$ cat src/rtl/ieee80211_receiver_pkg.sv
// Shared definitions for the 802.11 baseband receive path: FSM states, frame geometry
// and scrambler constants common with the transmitter.
package ieee80211_pkg;

    typedef enum logic [1:0] {
        StIdle,
        StPre,
        StHdr,
        StData
    } rx_state_e;

    localparam int unsigned PRE_LEN     = 12;
    localparam int unsigned HDR_LEN     = 24;
    localparam int unsigned LEN_LSB     = 5;
    localparam int unsigned LEN_MSB_POS = 16;

    localparam logic [6:0]  SCR_SEED   = 7'd111;
    localparam int unsigned SCR_TAP_HI = 6;
    localparam int unsigned SCR_TAP_LO = 3;

    // Payload bit count: LENGTH bytes plus 2 service bytes plus pads, in bits.
    function automatic logic [15:0] frame_bits(logic [11:0] len, logic [2:0] pads);
        return ({4'd0, len} + 16'd2 + {13'd0, pads}) << 3;
    endfunction

endpackage

$ cat src/rtl/ieee80211_receiver_if.sv
// Receiver line/strobe bundle. Optional byte outputs appear when RX_BYTE_OUT_EN is defined.
interface ieee80211_receiver_if;

    logic        Enable;
    logic        x;
    logic [2:0]  num_pads;
    logic        y;
    logic        y_valid;
    logic [11:0] length;
    logic        hdr_valid;
    logic        frame_done;
    logic        busy;

`ifdef RX_BYTE_OUT_EN
    logic [7:0]  byte_out;
    logic        byte_valid;

    modport master (
        output Enable, x, num_pads,
        input  y, y_valid, length, hdr_valid, frame_done, busy, byte_out, byte_valid
    );
    modport slave (
        input  Enable, x, num_pads,
        output y, y_valid, length, hdr_valid, frame_done, busy, byte_out, byte_valid
    );
`else
    modport master (
        output Enable, x, num_pads,
        input  y, y_valid, length, hdr_valid, frame_done, busy
    );
    modport slave (
        input  Enable, x, num_pads,
        output y, y_valid, length, hdr_valid, frame_done, busy
    );
`endif

endinterface

$ cat src/rtl/ieee80211_receiver_descrambler.sv
// Additive 7-bit LFSR descrambler (x^7 + x^4 + 1); same ports and taps as the TX scrambler.
module ieee80211_receiver_descrambler
    import ieee80211_pkg::*;
#(
    parameter logic [6:0] Seed = SCR_SEED
) (
    input  logic Clk,
    input  logic Reset,
    input  logic load_i,
    input  logic en_i,
    input  logic din_i,
    output logic dout_o
);

    logic [6:0] s_q, s_d;
    logic       fb;

    assign fb     = s_q[SCR_TAP_HI] ^ s_q[SCR_TAP_LO];
    assign dout_o = din_i ^ fb;

    always_comb begin
        s_d = s_q;
        if (load_i) begin
            s_d = Seed;
        end else if (en_i) begin
            s_d = {s_q[5:0], fb};
        end
    end

    always_ff @(posedge Clk or negedge Reset) begin
        if (!Reset) begin
            s_q <= Seed;
        end else begin
            s_q <= s_d;
        end
    end

endmodule

$ cat src/rtl/ieee80211_receiver.sv
// Bit-serial 802.11 receiver: preamble detect, header/LENGTH capture, payload descramble.
// Optional byte assembly output enabled by defining RX_BYTE_OUT_EN.
module ieee80211_receiver
#(
    parameter int unsigned PreLen = ieee80211_pkg::PRE_LEN,
    parameter int unsigned HdrLen = ieee80211_pkg::HDR_LEN,
    parameter logic [6:0]  Seed   = ieee80211_pkg::SCR_SEED
) (
    input  logic                 Clk,
    input  logic                 Reset,
    ieee80211_receiver_if.slave  rx_bus
);
    import ieee80211_pkg::*;

    localparam int unsigned OnesW = $clog2(PreLen);
    localparam int unsigned HdrW  = $clog2(HdrLen);

    rx_state_e         state_q, state_d;
    logic [OnesW-1:0]  ones_cnt_q, ones_cnt_d;
    logic [HdrW-1:0]   hdr_cnt_q, hdr_cnt_d;
    logic [15:0]       data_cnt_q, data_cnt_d;
    logic [15:0]       total_q, total_d;
    logic [11:0]       length_q, length_d;
    logic              y_q, y_d;
    logic              y_valid_q, y_valid_d;
    logic              hdr_valid_q, hdr_valid_d;
    logic              frame_done_q, frame_done_d;
    logic              scr_load, scr_en, scr_out;
    logic              hdr_last;

    ieee80211_receiver_descrambler #(
        .Seed (Seed)
    ) u_descrambler (
        .Clk    (Clk),
        .Reset  (Reset),
        .load_i (scr_load),
        .en_i   (scr_en),
        .din_i  (rx_bus.x),
        .dout_o (scr_out)
    );

    assign hdr_last = (state_q == StHdr) && (hdr_cnt_q == HdrW'(HdrLen - 1));

    always_comb begin
        state_d      = state_q;
        ones_cnt_d   = ones_cnt_q;
        hdr_cnt_d    = hdr_cnt_q;
        data_cnt_d   = data_cnt_q;
        total_d      = total_q;
        length_d     = length_q;
        y_d          = 1'b0;
        y_valid_d    = 1'b0;
        hdr_valid_d  = 1'b0;
        frame_done_d = 1'b0;
        scr_load     = 1'b0;
        scr_en       = 1'b0;

        if (!rx_bus.Enable) begin
            state_d    = StIdle;
            ones_cnt_d = '0;
            hdr_cnt_d  = '0;
            data_cnt_d = '0;
            total_d    = '0;
            length_d   = '0;
            scr_load   = 1'b1;
        end else begin
            unique case (state_q)
                StIdle: begin
                    if (rx_bus.x) begin
                        state_d    = StPre;
                        ones_cnt_d = OnesW'(1);
                    end
                end
                StPre: begin
                    if (!rx_bus.x) begin
                        state_d    = StIdle;
                        ones_cnt_d = '0;
                    end else if (ones_cnt_q == OnesW'(PreLen - 1)) begin
                        // Preamble complete on this one; the next bit is header bit 0.
                        state_d    = StHdr;
                        ones_cnt_d = '0;
                        hdr_cnt_d  = '0;
                        length_d   = '0;
                    end else begin
                        ones_cnt_d = ones_cnt_q + OnesW'(1);
                    end
                end
                StHdr: begin
                    if (hdr_cnt_q >= HdrW'(LEN_LSB) && hdr_cnt_q <= HdrW'(LEN_MSB_POS)) begin
                        length_d = {length_q[10:0], rx_bus.x};
                    end
                    hdr_cnt_d = hdr_cnt_q + HdrW'(1);
                    if (hdr_last) begin
                        state_d     = StData;
                        hdr_cnt_d   = '0;
                        hdr_valid_d = 1'b1;
                        total_d     = frame_bits(length_d, rx_bus.num_pads);
                        data_cnt_d  = '0;
                        scr_load    = 1'b1;
                    end
                end
                StData: begin
                    y_d        = scr_out;
                    y_valid_d  = 1'b1;
                    scr_en     = 1'b1;
                    data_cnt_d = data_cnt_q + 16'd1;
                    if (data_cnt_q == total_q - 16'd1) begin
                        frame_done_d = 1'b1;
                        data_cnt_d   = '0;
                        state_d      = StIdle;
                    end
                end
                default: state_d = StIdle;
            endcase
        end
    end

    always_ff @(posedge Clk or negedge Reset) begin
        if (!Reset) begin
            state_q      <= StIdle;
            ones_cnt_q   <= '0;
            hdr_cnt_q    <= '0;
            data_cnt_q   <= '0;
            total_q      <= '0;
            length_q     <= '0;
            y_q          <= 1'b0;
            y_valid_q    <= 1'b0;
            hdr_valid_q  <= 1'b0;
            frame_done_q <= 1'b0;
        end else begin
            state_q      <= state_d;
            ones_cnt_q   <= ones_cnt_d;
            hdr_cnt_q    <= hdr_cnt_d;
            data_cnt_q   <= data_cnt_d;
            total_q      <= total_d;
            length_q     <= length_d;
            y_q          <= y_d;
            y_valid_q    <= y_valid_d;
            hdr_valid_q  <= hdr_valid_d;
            frame_done_q <= frame_done_d;
        end
    end

    assign rx_bus.y          = y_q;
    assign rx_bus.y_valid    = y_valid_q;
    assign rx_bus.length     = length_q;
    assign rx_bus.hdr_valid  = hdr_valid_q;
    assign rx_bus.frame_done = frame_done_q;
    assign rx_bus.busy       = (state_q == StHdr) || (state_q == StData);

`ifdef RX_BYTE_OUT_EN
    logic [7:0] byte_q, byte_d;
    logic [2:0] bcnt_q, bcnt_d;
    logic       byte_valid_q, byte_valid_d;

    // Consumes the registered bit stream, so each byte lands one cycle after its 8th bit.
    always_comb begin
        byte_d       = byte_q;
        bcnt_d       = bcnt_q;
        byte_valid_d = 1'b0;
        if (!rx_bus.Enable || hdr_last) begin
            byte_d = '0;
            bcnt_d = '0;
        end else if (y_valid_q) begin
            byte_d       = {y_q, byte_q[7:1]};
            bcnt_d       = bcnt_q + 3'd1;
            byte_valid_d = (bcnt_q == 3'd7);
        end
    end

    always_ff @(posedge Clk or negedge Reset) begin
        if (!Reset) begin
            byte_q       <= '0;
            bcnt_q       <= '0;
            byte_valid_q <= 1'b0;
        end else begin
            byte_q       <= byte_d;
            bcnt_q       <= bcnt_d;
            byte_valid_q <= byte_valid_d;
        end
    end

    assign rx_bus.byte_out   = byte_q;
    assign rx_bus.byte_valid = byte_valid_q;
`endif

endmodule

$ cat src/flat_wrapper.sv
// flat-port wrapper written by rule: the top's interface ports become plain ports
module ieee80211_receiver_flat import ieee80211_pkg::*;
#(
    parameter int unsigned PreLen = ieee80211_pkg::PRE_LEN,
    parameter int unsigned HdrLen = ieee80211_pkg::HDR_LEN,
    parameter logic [6:0]  Seed   = ieee80211_pkg::SCR_SEED
)
  (Clk, Reset, rx_bus_Enable, rx_bus_x, rx_bus_num_pads, rx_bus_y, rx_bus_y_valid, rx_bus_length, rx_bus_hdr_valid, rx_bus_frame_done, rx_bus_busy);
  ieee80211_receiver_if rx_bus_i ();
  input  logic Clk;
  input  logic Reset;
  input wire logic [$bits(rx_bus_i.Enable)-1:0] rx_bus_Enable;
  input wire logic [$bits(rx_bus_i.x)-1:0] rx_bus_x;
  input wire logic [$bits(rx_bus_i.num_pads)-1:0] rx_bus_num_pads;
  output wire logic [$bits(rx_bus_i.y)-1:0] rx_bus_y;
  output wire logic [$bits(rx_bus_i.y_valid)-1:0] rx_bus_y_valid;
  output wire logic [$bits(rx_bus_i.length)-1:0] rx_bus_length;
  output wire logic [$bits(rx_bus_i.hdr_valid)-1:0] rx_bus_hdr_valid;
  output wire logic [$bits(rx_bus_i.frame_done)-1:0] rx_bus_frame_done;
  output wire logic [$bits(rx_bus_i.busy)-1:0] rx_bus_busy;
  assign rx_bus_i.Enable = rx_bus_Enable;
  assign rx_bus_i.x = rx_bus_x;
  assign rx_bus_i.num_pads = rx_bus_num_pads;
  assign rx_bus_y = rx_bus_i.y;
  assign rx_bus_y_valid = rx_bus_i.y_valid;
  assign rx_bus_length = rx_bus_i.length;
  assign rx_bus_hdr_valid = rx_bus_i.hdr_valid;
  assign rx_bus_frame_done = rx_bus_i.frame_done;
  assign rx_bus_busy = rx_bus_i.busy;
  ieee80211_receiver #(.PreLen(PreLen), .HdrLen(HdrLen), .Seed(Seed)) u_core (.Clk(Clk), .Reset(Reset), .rx_bus(rx_bus_i));
endmodule
$ cat config.mk
export PLATFORM = sky130hd
export DESIGN_NAME = ieee80211_receiver_flat
export DESIGN_NICKNAME = d
export VERILOG_FILES = /design/src/rtl/ieee80211_receiver_pkg.sv /design/src/rtl/ieee80211_receiver_if.sv /design/src/rtl/ieee80211_receiver_descrambler.sv /design/src/rtl/ieee80211_receiver.sv /design/src/flat_wrapper.sv
export SDC_FILE = /design/constraint.sdc
export NUM_CORES = 1
export LEC_CHECK = 0
export CAP_MARGIN = 40
export CORE_MARGIN = 2
export CORE_UTILIZATION = 45
export CTS_BUF_LIST = sky130_fd_sc_hd__clkbuf_16
export DETAILED_ROUTE_END_ITERATION = 7
export PLACE_DENSITY_LB_ADDON = 0.08
export SLEW_MARGIN = 20
export SYNTH_ARGS = -nofsm -noshare
export SYNTH_HDL_FRONTEND = slang
export SYNTH_SLANG_ARGS = --single-unit
$ cat constraint.sdc
create_clock -name Clk -period 4.4 [get_ports Clk]
set_input_delay 0.88 -clock Clk [delete_from_list [all_inputs] [get_ports Clk]]
set_output_delay 0.88 -clock Clk [all_outputs]
set_load 0.01 [all_outputs]
---- Word level (Yosys, flattened, before mapping) ----
Index checks and enable logic that the tools add are counted.
storage, ports and cells
  bits in registers ....................... 66
  bits of input ports ..................... 7
  logic and storage cells ................. 92
operators by class
  add/subtract/negate cells ............... 6
  order comparisons ....................... 2
  eq/ne operators ......................... 17
  mux-type cells .......................... 44
  bitwise gates (word level) .............. 2
  reduce and logical (&&, ||, !) cells .... 10
operators with widths
  kind                   count
  $mux 16                6
  $mux 12                6
  $pmux 16 s2            1
  $pmux 12 s2            1
  $mux 5                 4
  $add 16x1->16 const B  1
  $eq 16x16->1           1
  $mux 4                 4
  $sub 16x1->16 const B  1
  $mux 7                 2
  $add 12x2->13 const B  1
  $add 13x3->13          1
  $mux 2                 6
  $mux 1                 11
  $pmux 5 s2             1
  $ne 3x1->1 const B     3
  $ne 3x2->1 const B     3
  $pmux 2 s4             1
  $pmux 4 s2             1
  $ne 3x3->1 const B     2
  $reduce_and 2->1       3
  $add 5x1->5 const B    1
  $eq 5x5->1 const B     1
  $ge 5x3->1 const B     1
  14 further kinds       18

---- Longest topological paths before layout ----
Gate-level depths: netlist (run 1).
  depth after elaboration ................. 10
  depth in mapped cells ................... 17
  gate-level depth less buffers ........... 15

---- Cells and area by module ----
From an unflattened synthesis (run 1), not the netlist that was laid out.
unflattened totals
  cell total of the unflattened synthesis .. 445
  area, all modules ....................... 4085.2 µm²
by module, submodules not included
  module                          instances  cells an instance  area each (µm²)  sequential area each (µm²)
  ieee80211_receiver              1          420                3779.9           1401.3
  ieee80211_receiver_descrambler  1          25                 305.3            182.7

---- Worst setup path before layout (run 1) ----
OpenSTA, ideal clock, no wires.
  path kind ............................... reg2reg
  start ................................... reg u_core.hdr_cnt_q[1]
  end ..................................... reg u_core.total_q[10]
  library setup time ...................... 0.128 ns
  arrival time ............................ 3.733 ns
  data required time ...................... 4.272 ns
  path slack .............................. 0.539 ns
  stages on the path, launching flop included .. 18
  buffers on the path ..................... 2
  cell sequence ........................... dfrtp_1 -> inv_1 -> ha_1 -> nor4_1 -> o21ai_1 -> clkbuf_1 -> mux2i_1 -> ha_1 -> inv_1 -> ha_1 -> fa_1 -> nand3b_1 -> a21oi_1 -> or3_1 -> clkbuf_1 -> a31o_2 -> a221oi_1 -> nor3_1
on the way
  word-level cells in the longest chain between the ends .. 10
  elaborated cells on any way between the ends .. 15
RTL lines
  item                                             line                          text
  from (decl)                                      ieee80211_receiver.sv:20      logic [HdrW-1:0] hdr_cnt_q, hdr_cnt_d;
  from (signal assigned)                           ieee80211_receiver.sv:133     hdr_cnt_q <= hdr_cnt_d;
  $ge 5x3->1 / $le 5x5->1 (equally long branches)  ieee80211_receiver.sv:89      if (hdr_cnt_q >= HdrW'(LEN_LSB) && hdr_cnt_q <= HdrW'(LEN_MSB_POS)) begin
  $logic_and 1x1->1                                ieee80211_receiver.sv:89
  $mux 12                                          ieee80211_receiver.sv:89
  $mux 12                                          ieee80211_receiver.sv:67      unique case (state_q)
  $mux 12                                          ieee80211_receiver.sv:58      if (!rx_bus.Enable) begin
  $add 12x2->13                                    ieee80211_receiver_pkg.sv:23  return ({4'd0, len} + 16'd2 + {13'd0, pads}) << 3;
  $add 13x3->13                                    ieee80211_receiver_pkg.sv:23
  $mux 16                                          ieee80211_receiver.sv:93      if (hdr_last) begin
  $mux 16                                          ieee80211_receiver.sv:67
  $mux 16                                          ieee80211_receiver.sv:58
  to (signal assigned)                             ieee80211_receiver.sv:135     total_q <= total_d;
  to (decl)                                        ieee80211_receiver.sv:22      logic [15:0] total_q, total_d;
Several ways; a longest one is shown, not always the timed one. The select of a mux whose other input is x is not followed.
A chain may end at the register's enable or synchronous reset.

---- Worst setup path in the final report (run 1) ----
Ends and elaborated chain as after synthesis.

==> out/qor.txt, run 1 <==
status: finished, final reports clean
CP max stage delay: 530 ps
DRC: 0
number of routed nets with antenna violations: 0
CTS Buf Count: 9
slew of the pin with the lowest slew margin: 662 ps
CTS tree: yes
post-layout min period: 3770 ps
HP Class: in2async
Die Ht: 96.3 microns
Sw Share: 0.208
DR iter-0 viols: 116
critical path capture point type: register
placed insts: 546
Avg Inst Size Synth: 8.88 sq um
Yosys top cell by area: dfrtp_1
Layout area overhead: 17.5%
Synthesis Warnings: 0
Mapped Cells: 432
RSZ-0062 raised after global routing: no
Combinational Power Share: 0.033
sequential area share after synthesis: 0.413
routability cong.: 0.862
Final Setup Violations: 0
CP Max Fanout: 13
CTS Root Cell: clkbuf_16
Worst Skew: 7.34 ps
Die X: 96.3 microns
Fin. Hold Viols: 0
Pre-Repair DR Iteration Count: 4
Top FF cell, synth: dfrtp_1
Unique masters post-synth: 60
crit-path cells: inv_1 -> ha_1 -> nor4_1 -> o21a_1 -> nand2_1 -> nand2_1 -> ha_1 -> fa_1 -> nand3b_1 -> a21oi_1 -> or3_1 -> a31o_2 -> a221oi_1 -> nor3_1
Internal: 1.15 mW
Clock transition at path regs: 60 ps
post-CTS sizing: 0
post-route insts no fill: 563
dpl hpwl: 6640 microns
Final TNS setup: 0 ps
die area: 9280 sq um
vias: 3278
fmax: 265 MHz
Post-synth EDFFs: 0
period utilization: 0.856
Netlist Area Pre-Place: 3840 sq um
commonest non-fill, non-tap cell in the layout: nand2_1
initial antenna violation count: 0
Ports: 24
depth of the CTS H-tree: 3
Switch Pwr: 0.300 mW
slowest stage cell, crit path: fa_1
FFs w/ async S/R, synth: 1.00
drt wl/cell: 16.5 microns
port bufs: 23
layout cells sized above 1: 0.0808
Initial Utilization: 0.465
Syn Nets: 452
Max Buffers Root-to-Sink: 2
Clock Sinks: 63
Pwr Density: 321 nW/um^2
Critical Path AT: 3980 ps
global-route wire length before repair: 16000 microns
Sequential Power Share: 0.403
cts hold-fix bufs: 0
GRT Residual Overflow: 0
Diodes inserted: 0
number of placement rows: 33
WS Path Type: reg2reg
Core ar.: 8260 sq um
vias in the first global route: 3267
Final Max Tran Viols: 0
Seq cells post-synth: 63
fin nets: 473
Vias/cell: 5.82
Area contributors post-synth: dfrtp_1 (37%), nand2_1 (6.5%), nand3_1 (4.8%)
most frequent cells in the layout: nand2_1 (66), dfrtp_1 (57), nand3_1 (37), o21ai_0 (23)
Clk pwr share: 0.563
largest net degree at the start of global routing: 31
Worst VDD drop: 0.195 mV
Critical Path Start Type: register
leakage: 2.00 nW
Clock Latency Late Sink: 330 ps
worst relative slew slack: 0.547
# Post-CTS Setup Buffers: 0
CP required: 4610 ps
Routed Wire Length: 9280 microns
area share of the largest cell type after synthesis: 0.372
max cap viols: 0
GRT Total Usage: 0.222
Tot Pwr: 1.45 mW
[registers in the layout, indices dropped and copies added (netlist names)]
name	flops
u_core.rx_bus.y_valid	1
u_core.hdr_cnt_q	5
u_core.rx_bus.frame_done	1
u_core.total_q	13
u_core.rx_bus.y	1
u_core.rx_bus.hdr_valid	1
u_core.u_descrambler.s_q	7
u_core.ones_cnt_q	4
u_core.data_cnt_q	16
u_core.state_q	2
u_core.rx_bus.length	12
[path summary, 6_finish.rpt]
kind | from | to | slack (ps) | depth (start not counted)
setup / recovery | u_core.hdr_cnt_q[1] | u_core.total_q[10] | 630 | 14
hold / removal | Reset | u_core.data_cnt_q[3] | 490 | 1
setup reg to reg | u_core.hdr_cnt_q[1] | u_core.total_q[10] | 630 | 14
hold reg to reg | u_core.u_descrambler.s_q[0] | u_core.u_descrambler.s_q[1] | 490 | 2
max in group asynchronous | Reset | u_core.rx_bus.length[11] | 3100 | 3
min in group Clk | u_core.u_descrambler.s_q[0] | u_core.u_descrambler.s_q[1] | 490 | 2
[cell type report]
cell class                 instances  area, sq um
fill                             769         3750
multi-input combinational        336         2120
sequential                        63         1580
timing repair buffer              29          283
clock buffer                       9          225
tap                              105          131
clock inverter                     7          111
inverter                          14         52.6
[critical path: cells and delay by family, from the launching register on]
kind	cells	cell delay, ps
AO/OA/AOI/OAI	4	1080
adder cells (fa/ha/maj)	3	970
buffers and inverters	1	80
flip-flops	1	410
AND/OR/NAND/NOR	6	1120
[synthesized netlist by cell type (all sizes together), types with 4 or more instances]
library cell and number:
mux2i 9, nand3 37, a21oi 15, inv 14, or3 6, o31ai 6, xnor2 13, xor2 12
nand3b 7, and3 12, clkbuf 15, o2111ai 4, o21ai 24, nor3 8, a22o 14, nand2 66
nand4 7, nor2b 8, a31oi 7, nand2b 4, dfrtp 57, nor2 22, buf 4, dfstp 6
ha 12
[layer usage]
metal  wire, microns  vias to the layer above  GRT usage
met4              84                        0     0.0646
met3             244                        8     0.0392
met1            4470                     1604      0.300
met5               0                        -          0
met2            4480                       50      0.366
li1                -                     1616          -
[power groups by stage]
stage                     sequential (mW)  clock (mW)  combinational (mW)
after floorplan                     0.592           0              0.0221
after global placement              0.593           0              0.0457
after detailed placement            0.594           0              0.0482
after CTS                           0.583       0.824              0.0486
after global routing                0.584       0.853              0.0557
final                               0.584       0.815              0.0482
[kinds of logic (layout without fill, tap and decap cells)]
family,Yosys count,after routing,share of synthesized area
AO/OA/AOI/OAI,99,99,0.182
XOR/XNOR,25,25,0.0571
adder cells (fa/ha/maj),13,13,0.0443
buffers and inverters,33,59,0.0346
flip-flops,63,63,0.413
multiplexers,9,9,0.0235
AND/OR/NAND/NOR,190,190,0.246
[metrics by stage]
stage / setup WS [ps] / util / instance area (sq um) / hold WS (ps)
2_1_floorplan: 539 / - / 3840 / 460
3_3_place_gp: 616 / 0.502 / 4140 / 474
3_5_place_dp: 554 / 0.504 / 4160 / 481
4_1_cts: 629 / 0.545 / 4500 / 488
5_1_grt: 205 / 0.546 / 4510 / 498
6_report: 632 / 0.546 / 4510 / 486
Power figures use the tool's default switching activity.
==> inputs of run 2 (changes only) <==
--- a/config.mk
+++ b/config.mk
@@ -5,6 +5,7 @@
 export SDC_FILE = /design/constraint.sdc
 export NUM_CORES = 1
 export LEC_CHECK = 0
+export ABC_AREA = 0
 export CAP_MARGIN = 40
 export CORE_MARGIN = 2
 export CORE_UTILIZATION = 45
==> results of run 2 <==
No change in the layout: final DEF, timing and power equal those of run 1.
==> inputs of run 3 (changes only) <==
--- a/config.mk
+++ b/config.mk
@@ -15,4 +15,5 @@
 export SLEW_MARGIN = 20
 export SYNTH_ARGS = -nofsm -noshare
 export SYNTH_HDL_FRONTEND = slang
+export SYNTH_HIERARCHICAL = 1
 export SYNTH_SLANG_ARGS = --single-unit
==> run 3 against run 2 <==
  * Critical path depth rose by 1
  * Utilization decreased by 0.89 points
  * Die area is 6.2% higher
  * Register-to-register slack better by 190 ps
  * Cell area grew 4.4%
  * Non-clock buffer count unchanged
  * Flip-flop and latch count is the same
  * Synthesized area increased by 6.5%
  * Largest cell class unchanged
  * Largest power group unchanged
==> out/qor.txt, run 3 <==
status: finished, final reports clean
routability cong.: 0.858
Critical Path AT: 3820 ps
WS Path Type: reg2reg
Clock transition at path regs: 50 ps
number of placement rows: 34
most frequent cells after synthesis: nand2_1 (58), dfrtp_1 (57), nor2_1 (25), nand3_1 (24), o21ai_0 (24)
Final TNS setup: 0 ps
Final Core Density: 0.537
# Post-CTS Setup Buffers: 0
cts hold-fix bufs: 0
GRT Total Usage: 0.203
port bufs: 23
worst relative slew slack: 0.472
Max Buffers Root-to-Sink: 2
Avg Inst Size Synth: 9.18 sq um
CTS tree: yes
CTS Root Cell: clkbuf_16
sequential area share after synthesis: 0.388
period utilization: 0.814
Synthesis Warnings: 6
fin nets: 484
die area: 9860 sq um
Seq cells post-synth: 63
CP required: 4640 ps
critical path capture point type: register
CP Max Fanout: 15
depth of the CTS H-tree: 3
max reg flops: 16
Yosys top cell by area: dfrtp_1
Clock Latency Late Sink: 330 ps
layout cells sized above 1: 0.109
Pwr Density: 292 nW/um^2
area share of the largest cell type after synthesis: 0.349
Area contributors post-synth: dfrtp_1 (35%), nand2_1 (5.3%), mux2i_1 (4.4%)
number of routed nets with antenna violations: 0
slowest stage cell, crit path: fa_1
Top FF cell, synth: dfrtp_1
Routed Wire Length: 9170 microns
Syn Nets: 465
initial antenna violation count: 0
DRC: 0
Clock Sinks: 63
Critical Path Start Type: register
top-count cell post-synth: nand2_1
Initial Utilization: 0.466
dpl cell area: 4400 sq um
HP Class: in2async
Top reg by flops: u_core/data_cnt_q
vias in the first global route: 3229
Unique masters post-synth: 71
Fin. Hold Viols: 0
Vias/cell: 5.62
dpl hpwl: 6490 microns
global-route wire length before repair: 16100 microns
RSZ-0062 raised after global routing: no
Layout area overhead: 15.2%
CP max stage delay: 490 ps
commonest non-fill, non-tap cell in the layout: nand2_1
largest net degree at the start of global routing: 29
Ports: 24
Worst VDD drop: 0.192 mV
FFs w/ async S/R, synth: 1.00
fmax: 279 MHz
post-route cell area: 4710 sq um
Netlist Area Pre-Place: 4090 sq um
CTS Buf Count: 9
vias: 3243
Pre-Repair DR Iteration Count: 4
Post-synth EDFFs: 0
Mapped Cells: 445
Die Ht: 99.3 microns
Worst Skew: 4.22 ps
slew of the pin with the lowest slew margin: 790 ps
drt wl/cell: 15.9 microns
Final Setup Violations: 0
most frequent cells in the layout: nand2_1 (58), dfrtp_1 (57), nor2_1 (25)
crit-path cells: ha_1 -> nor3_1 -> o211ai_1 -> buf_4 -> mux2i_1 -> ha_1 -> inv_1 -> ha_1 -> fa_1 -> nand3b_1 -> a21oi_1 -> nor3_1 -> nor3_1 -> xor2_1 -> o21ai_0
Diodes inserted: 0
DR iter-0 viols: 152
GRT Residual Overflow: 0
Final Max Tran Viols: 0
leakage: 1.92 nW
max cap viols: 0
post-CTS sizing: 0
post-layout min period: 3580 ps
Die X: 99.3 microns
Core ar.: 8760 sq um
## run 3: cell types whose count changed after synthesis, sizes merged, moves of 5 or more
cell,change
nand3,-10
and3,-9
mux2i,+9
inv,+8
nand2,-8
xnor2,+8
nor2b,+6
nor2,+5
nor3b,+5
## run 3: cell type report
| class | instances | area (sq um) |
|---|---|---|
| Clock inverter | 7 | 80.1 |
| Sequential cell | 63 | 1580 |
| Clock buffer | 9 | 225 |
| Timing Repair Buffer | 29 | 290 |
| Inverter | 22 | 82.6 |
| Multi-Input combinational cell | 339 | 2310 |
| Tap cell | 108 | 135 |
| Fill cell | 829 | 4060 |
## run 3: kinds of logic after synthesis
logic type	Yosys count	synth area share
AO/OA/AOI/OAI	93	0.167
XOR/XNOR	31	0.0683
adder cells (fa/ha/maj)	13	0.0417
buffers and inverters	43	0.0472
flip-flops	63	0.388
multiplexers	19	0.0469
AND/OR/NAND/NOR	183	0.241
## run 3: stage by stage
stage               hold slack, ps  setup WS, ps  std cells  power [mW]
finish                         507           819        577        1.37
global route                   544           494        577        1.42
CTS                            506           817        577        1.39
detailed placement             499           827        561       0.643
global placement               490           924        560       0.640
floorplan                      461           931        445       0.614
## run 3: final timing paths
check                                     startpoint                          end  slack, ps  cells after the start
worst max-delay path             u_core/hdr_cnt_q[0]           u_core/total_q[12]        820                     15
worst min-delay path                           Reset         u_core/ones_cnt_q[2]        510                      1
worst max register to register   u_core/hdr_cnt_q[0]           u_core/total_q[12]        820                     15
worst min register to register  u_core/ones_cnt_q[3]         u_core/ones_cnt_q[3]        510                      1
max in group asynchronous                      Reset  u_core/u_descrambler/s_q[0]       3090                      2
min in group Clk                u_core/ones_cnt_q[3]         u_core/ones_cnt_q[3]        510                      1
## run 3: layer usage
layer,part of all wire,vias to the layer above,track usage
met5,0,-,0
met4,0.017,0,0.0695
met3,0.026,10,0.0401
met2,0.46,58,0.327
met1,0.49,1561,0.274
li1,-,1614,-
## run 3: critical path, delay by kind of cell, from the launching register on
family | cells | cell delay (ps)
flip-flops | 1 | 440
multiplexers | 1 | 160
buffers and inverters | 2 | 260
AND/OR/NAND/NOR | 4 | 850
adder cells (fa/ha/maj) | 4 | 1240
XOR/XNOR | 1 | 180
AO/OA/AOI/OAI | 3 | 360
## run 3: where the power goes
part	total [mW]	switching, mW	internal [mW]
Combinational	0.0484	0.0311	0.0173
Clock	0.740	0.254	0.486
Sequential	0.584	0.00234	0.581
